**config.mk**
```make
export PLATFORM = sky130hd
export DESIGN_NAME = qpsk_symbol_scheduler
export DESIGN_NICKNAME = d
export VERILOG_FILES = /design/src/rtl/qpsk_symbol_scheduler.sv
export SDC_FILE = /design/constraint.sdc
export NUM_CORES = 1
export LEC_CHECK = 0
export BUFFER_PORTS_ARGS = -buffer_cell sky130_fd_sc_hd__buf_2
export CAP_MARGIN = 20
export CORE_ASPECT_RATIO = 2
export CORE_MARGIN = 10
export CORE_UTILIZATION = 35
export DETAILED_ROUTE_END_ITERATION = 10
export PLACE_DENSITY = 0.59
export SLEW_MARGIN = 20
export SYNTH_ARGS = -nofsm -noshare
export SYNTH_HDL_FRONTEND = slang
export SYNTH_SLANG_ARGS = --single-unit
```
**constraint.sdc**
```tcl
create_clock -name clk -period 1.8 [get_ports clk]
set_input_delay 0.09 -clock clk [delete_from_list [all_inputs] [get_ports clk]]
set_output_delay 0.09 -clock clk [all_outputs]
set_load 0.005 [all_outputs]
```
**src/rtl/qpsk_symbol_scheduler.sv**
```systemverilog
// QPSK symbol scheduler: collects serial bits into symbols and paces samples per symbol.
// Optional SCHED_GRAY_EN loads the symbol register with the Gray-coded shadow value.
module qpsk_symbol_scheduler #(
  parameter int BITS_PER_SYM    = 2,
  parameter int SAMPLES_PER_SYM = 256
) (
  input  logic       clk,
  input  logic       rst,
  input  logic       enable,
  input  logic       bit_in,
  input  logic       bit_valid,
  output logic       bit_ready,
  output logic [2:0] sym_sel,
  output logic [7:0] sample_idx,
  output logic       sample_valid,
  output logic       sym_start,
  output logic       underrun,
  output logic       busy
);

  typedef enum logic [1:0] {IDLE, FILL, PLAY} state_t;

  localparam logic [1:0] FULL = 2'(BITS_PER_SYM);
  localparam logic [7:0] LAST = 8'(SAMPLES_PER_SYM - 1);

  state_t                  state;
  logic [BITS_PER_SYM-1:0] shadow, sym, sh_next, ld_src;
  logic [1:0]              fill, fill_inc;
  logic                    xfer, full_next, full_now;

  function automatic logic [BITS_PER_SYM-1:0] code(input logic [BITS_PER_SYM-1:0] x);
`ifdef SCHED_GRAY_EN
    return x ^ (x >> 1);
`else
    return x;
`endif
  endfunction

  assign bit_ready = (state == FILL) || ((state == PLAY) && (fill < FULL));
  assign busy      = (state != IDLE);
  assign sym_sel   = 3'(sym);

  assign xfer      = bit_valid & bit_ready;
  assign sh_next   = BITS_PER_SYM'({shadow, bit_in});  // MSB-first shift
  assign fill_inc  = fill + 2'd1;
  assign full_next = xfer && (fill_inc == FULL);
  assign full_now  = (fill == FULL);
  // A bit that completes the shadow on the boundary cycle still counts as ready.
  assign ld_src    = full_now ? shadow : sh_next;

  always_ff @(posedge clk or negedge rst) begin
    if (!rst) begin
      state        <= IDLE;
      shadow       <= '0;
      fill         <= '0;
      sym          <= '0;
      sample_idx   <= '0;
      sample_valid <= 1'b0;
      sym_start    <= 1'b0;
      underrun     <= 1'b0;
    end else begin
      sym_start <= 1'b0;
      case (state)
        IDLE: begin
          sample_idx   <= '0;
          sample_valid <= 1'b0;
          if (enable) begin
            state    <= FILL;
            underrun <= 1'b0;
          end
        end
        FILL: begin
          if (!enable) begin
            state  <= IDLE;
            shadow <= '0;
            fill   <= '0;
          end else if (full_next) begin
            sym          <= code(sh_next);
            shadow       <= '0;
            fill         <= '0;
            state        <= PLAY;
            sample_idx   <= '0;
            sample_valid <= 1'b1;
            sym_start    <= 1'b1;
          end else if (xfer) begin
            shadow <= sh_next;
            fill   <= fill_inc;
          end
        end
        PLAY: begin
          if (sample_idx != LAST) begin
            sample_idx <= sample_idx + 8'd1;
            if (xfer) begin
              shadow <= sh_next;
              fill   <= fill_inc;
            end
          end else if (!enable) begin
            state        <= IDLE;
            shadow       <= '0;
            fill         <= '0;
            sample_idx   <= '0;
            sample_valid <= 1'b0;
          end else if (full_now || full_next) begin
            sym        <= code(ld_src);
            shadow     <= '0;
            fill       <= '0;
            sample_idx <= '0;
            sym_start  <= 1'b1;
          end else begin
            // Underrun: keep any partial bits and wait in FILL.
            underrun     <= 1'b1;
            state        <= FILL;
            sample_idx   <= '0;
            sample_valid <= 1'b0;
            if (xfer) begin
              shadow <= sh_next;
              fill   <= fill_inc;
            end
          end
        end
        default: state <= IDLE;
      endcase
    end
  end

endmodule

```
# Word level (Yosys, flattened, before mapping)

Cells that the tools add are included.

Add/subtract/negate cells: 2
$lt $le $gt $ge: 1
Eq/ne operators: 14
Mux-type cells: 49
Bitwise operators: 1
Reductions and logical operators: 14

Operators with widths:

| kind                                           | count |
|---|---|
| two-way mux 2 bit                              | 24 |
| two-way mux 8 bit                              | 3 |
| one-hot mux 8 bit (3 select lines)             | 1 |
| two-way mux 1 bit                              | 14 |
| inequality test 2 bit (second input constant)  | 6 |
| one-hot mux 2 bit (2 select lines)             | 3 |
| AND reduction 5 bit                            | 2 |
| adder 8 x 1 -> 8 bit (second input constant)   | 1 |
| inequality test 8 bit (second input constant)  | 1 |
| == test 2 bit (second input constant)          | 3 |
| inequality test 3 bit (second input constant)  | 2 |
| one-hot mux 2 bit (3 select lines)             | 1 |
| AND reduction 6 bit                            | 1 |
| nonzero test 2 bit                             | 3 |
| one-hot mux 1 bit (2 select lines)             | 2 |
| AND reduction 4 bit                            | 1 |
| one-hot mux 1 bit (3 select lines)             | 1 |
| AND reduction 3 bit                            | 1 |
| nonzero test 3 bit                             | 1 |
| adder 2 x 1 -> 2 bit (second input constant)   | 1 |
| == test 2 x 1 -> 1 bit (second input constant) | 1 |
| logical AND 1 bit                              | 2 |
| zero test 2 bit                                | 1 |
| logical OR 1 bit                               | 2 |
| other kinds (3)                                | 3 |

Flip-flop bits (word level): 19
Bits of input ports: 5
Output and inout port bits: 16
Word-level logic and storage cells: 89

# Depth between registers and ports, before layout

Depth after elaboration: 10
Depth in mapped cells: 7
Depth with buffers taken out: 6

# Worst setup path before layout

OpenSTA, ideal clock, no wires.

Path kind: register -> register
Start: reg fill[1]
End: reg sample_idx[4]
Library setup time: 0.083 ns
Arrival time: 1.653 ns
Required time: 1.717 ns
Slack: 0.064 ns
Stages on the path, launching flop included: 8
Buffers on the path: 1
Period minus slack after synthesis: 1.736 ns
Path through: dfrtp_1 -> inv_1 -> ha_1 -> nand3_2 -> a21o_1 -> buf_6 -> or4_1 -> o21ai_0

Cells in the longest elaborated chain, start to end: 7
Elaborated cells between the ends (all ways): 9
Classes of those cells: add/sub (1); order compare (1); eq/ne (2); bitwise (1); reduce/logical (4)

RTL lines:

| what                              | RTL line | RTL |
|---|---|---|
| from (decl)                       | 28       | `logic [1:0] fill, fill_inc;` |
| from (signal assigned)            | 87       | `fill <= fill_inc;` |
| from (signal assigned)            | 95       | `fill <= fill_inc;` |
| from (signal assigned)            | 117      | `fill <= fill_inc;` |
| less-than comparator 2 bit        | 39       | `assign bit_ready = (state == FILL) \|\| ((state == PLAY) && (fill < FULL));` |
| logical AND 1 bit                 | 39       |  |
| logical OR 1 bit                  | 39       |  |
| bitwise AND 1 bit                 | 43       | `assign xfer = bit_valid & bit_ready;` |
| logical AND 1 bit *               | 46       | `assign full_next = xfer && (fill_inc == FULL);` |
| inequality test 2 bit (no line) * | --       |  |
| AND reduction 3 bit (no line) *   | --       |  |
| to (signal assigned)              | 92       | `sample_idx <= sample_idx + 8'd1;` |
| to (decl)                         | 14       | `output logic [7:0] sample_idx,` |

Mark *: on every way between the ends. The rest lies on a longest branch, timed or not.
A chain may end at the register's enable or synchronous reset.

# Worst setup path in the final report

Start: reg state[1]
End: reg state[0]

Cells in the longest elaborated chain, start to end: 8
Elaborated cells between the ends (all ways): 14
Classes of those cells: eq/ne (6); mux (1); bitwise (1); reduce/logical (6)

RTL lines:

| what                            | RTL line | RTL |
|---|---|---|
| from (decl)                     | 26       | `state_t state;` |
| from (signal assigned)          | 53       | `state <= IDLE;` |
| from (signal assigned)          | 68       | `state <= FILL;` |
| from (signal assigned)          | 74       | `state <= IDLE;` |
| == test 2 bit                   | 39, 63   |  |
| logical AND 1 bit               | 39       |  |
| logical OR 1 bit                | 39       |  |
| bitwise AND 1 bit               | 43       |  |
| logical AND 1 bit               | 46       |  |
| logical OR 1 bit                | 103      | `end else if (full_now \|\| full_next) begin` |
| inequality test 3 bit (no line) | --       |  |
| AND reduction 4 bit (no line)   | --       |  |

Several ways; a longest one is shown, not always the timed one.

==> out/metrics.csv <==
metric,value,unit
status,completed,
powerDensity,758,mW/mm2
drc,0,
crit_path_max_fanout,4,
drt_first_pass_iters,5,
syn_area,0.00123,mm2
initial_core_util,36.4,%
clk_latency,0.26,ns
synthArstFlopShare,100,%
totalWireLength,3.37,mm
post_synth_and_or_nand_nor_area_fraction,18.9,%
synth_compound_area_share,22.9,%
path_delay_family,flip-flops,
grt_usage,10.9,%
critPathKind,flop to flop,
clock-skew-final,0.00289,ns
synth_top_family_by_area,compound AO/OA/AOI/OAI gates,
syn2layout_area_growth,27.4,%
vdd_drop_max,0.000567,V
yosys-mux-area-fraction,4.48,%
drtIter0Drc,31,
path_cells,inv_1 -> ha_2 -> or2b_1 -> a31oi_1 -> buf_4 -> o211ai_2 -> mux2_2,
min_period,1.74,ns
crit_path_max_incr_delay,0.41,ns
rows,30,
grt_max_degree,20,
finalSetupViolCount,0,
synth_top_area_share,38.7,%
cts.clk_slew.worst_paths,0.08,ns
synth_adder_area_share,7.13,%
syn-mean-instance-area,9.31,um2
io_buffers,19,
htreeDepth,1,
critPathSlowestCell,dfrtp_1,
synth_edf_count,0,
yosysWarnings,0,
layout_common_cells,"buf_4, buf_2, dfrtp_1",
final_common_cell,buf_4,
end_kind,flop,
cp.required,1.95,ns
ys_seq_area_share,38.7,%
synth_seq_cells,19,
synth-main-ff-cell,dfrtp_1,
final_hold_viol_count,0,
cts_tree,built,
core_area,0.00338,mm2
post-dp-hpwl,2.67,mm
cts-root-buf,clkbuf_8,
clock.fmax,575,MHz
post-route-cell-area,0.00157,mm2
netlist_instances,132,
fillers,347,
critPathArrivalTime,1.88,ns
synthTopCellsByArea,"dfrtp_1, ha_1, mux2_2, inv_1, nand2_1",
p_total,1190,uW
grt_antenna_before_repair,0,
io_pins,21,
placed_area,0.00146,mm2
clockBufferDepth,2,
grt_pass1_vias,1191,
post-route-period-util,96.6,%
drive_gt1_share,36.8,%
max_cap_viol_count,0,
die_y,104,um
crit_buf_inv,2,
dieWidth,61.9,um
dieArea,0.00642,mm2
grt_remaining_overflow,0,
wl_per_cell,16.6,um
slew_viol_final,0,
synth_top_cell_by_area,dfrtp_1,
p_leak,0.000738,uW
synth-xor-area-share,0.713,%
ys_types,44,
synth_nets,144,
clock_sinks,19,
start_kind,flop,
grt_first_pass_wirelength,5.53,mm
rsz0062_at_grt,yes,
final_nets,184,
numCtsBuffers,3,
vias,1174,
via_per_inst,5.78,
finalWeightedCongestion,0.883,
hold_class,input pin to flop,
ant_nets,0,
diodes,0,
==> area by class of cell <==
cell class                      count  area, um2  share of cell area, %
Multi-Input combinational cell     96        696                   44.4
Sequential cell                    19        477                   30.5
Timing Repair Buffer               41        267                   17.0
Clock buffer                        4       45.0                   2.88
Inverter                           11       41.3                   2.64
Tap cell                           32       40.0                   2.56
==> per-stage QoR <==
stage	worst slack, ns	hold WS [ns]	setup TNS [ns]	util (%)	cells
after detailed placement	-0.0620	0.0609	-0.122	43.3	196
after CTS	0.0444	0.109	0	45.2	201
after global routing	-0.0397	0.137	-0.120	46.3	203
final	0.0618	0.104	0	46.3	203
after global placement	0.00411	0.0596	0	43.3	196
after floorplan	0.0644	-0.206	0	-	132
==> cell usage after synthesis, types with 2 or more instances <==
master,number
a21o_1,2
a21oi_1,6
a311oi_1,2
a31oi_1,4
buf_4,3
dfrtp_1,19
ha_1,7
inv_1,11
mux2_2,4
nand2_1,11
nand3_1,8
nand3_2,2
nand4_1,2
nor2_1,5
nor3_1,2
o211ai_1,2
o21a_1,2
o21ai_0,6
o22ai_1,4
o31ai_1,3
or2_2,2
or4_1,3
==> power breakdown <==
group	internal (uW)	switching [uW]
Combinational	166	195
Clock	158	150
Sequential	471	45.7
==> tightest hold or removal path, delay by kind of cell <==
kind | cells | cell delay [ns]
AO/OA/AOI/OAI | 1 | 0.08
buffers and inverters | 2 | 0.16
==> routing by layer <==
metal | vias to the layer above | global-route usage [%] | wire length [um]
met1 | 561 | 11.6 | 1220
met4 | 0 | 4.66 | 110
met5 | - | 0 | 0
met3 | 15 | 1.96 | 181
li1 | 560 | - | -
met2 | 38 | 19.3 | 1870
==> state kept, by name (all words and copies together), names as in the netlist <==
signal,flops
fill,2
sample_idx,8
sample_valid,1
shadow,2
state,2
sym,2
sym_start,1
underrun,1
==> final timing paths <==
check | from | endpoint | slack [ns] | cells past startpoint
max | state[1] | state[0] | 0.06 | 7
max in group asynchronous | rst | fill[1] | 1.18 | 2
min in group asynchronous | rst | sample_idx[1] | 0.29 | 2
max reg2reg | state[1] | state[0] | 0.06 | 7
min reg2reg | sample_valid | sample_valid | 0.50 | 1
min | bit_in | shadow[0] | 0.10 | 3
==> timing repair <==
| action | 4_1_cts | 5_1_grt |
|---|---|---|
| setup endpoints to repair | 5 | 13 |
| hold endpoints to repair | 19 | 0 |
| pin swaps | 0 | 2 |
| gates resized for setup | 3 | 7 |
| buffers inserted | 0 | 2 |
| hold buffers | 1 | 0 |
==> cell families after synthesis <==
family,after synthesis
AND/OR/NAND/NOR,42
adder cells (fa/ha/maj),7
flip-flops,19
other,1
AO/OA/AOI/OAI,40
multiplexers,5
XOR/XNOR,1
buffers and inverters,17
Power figures use the tool's default switching activity.
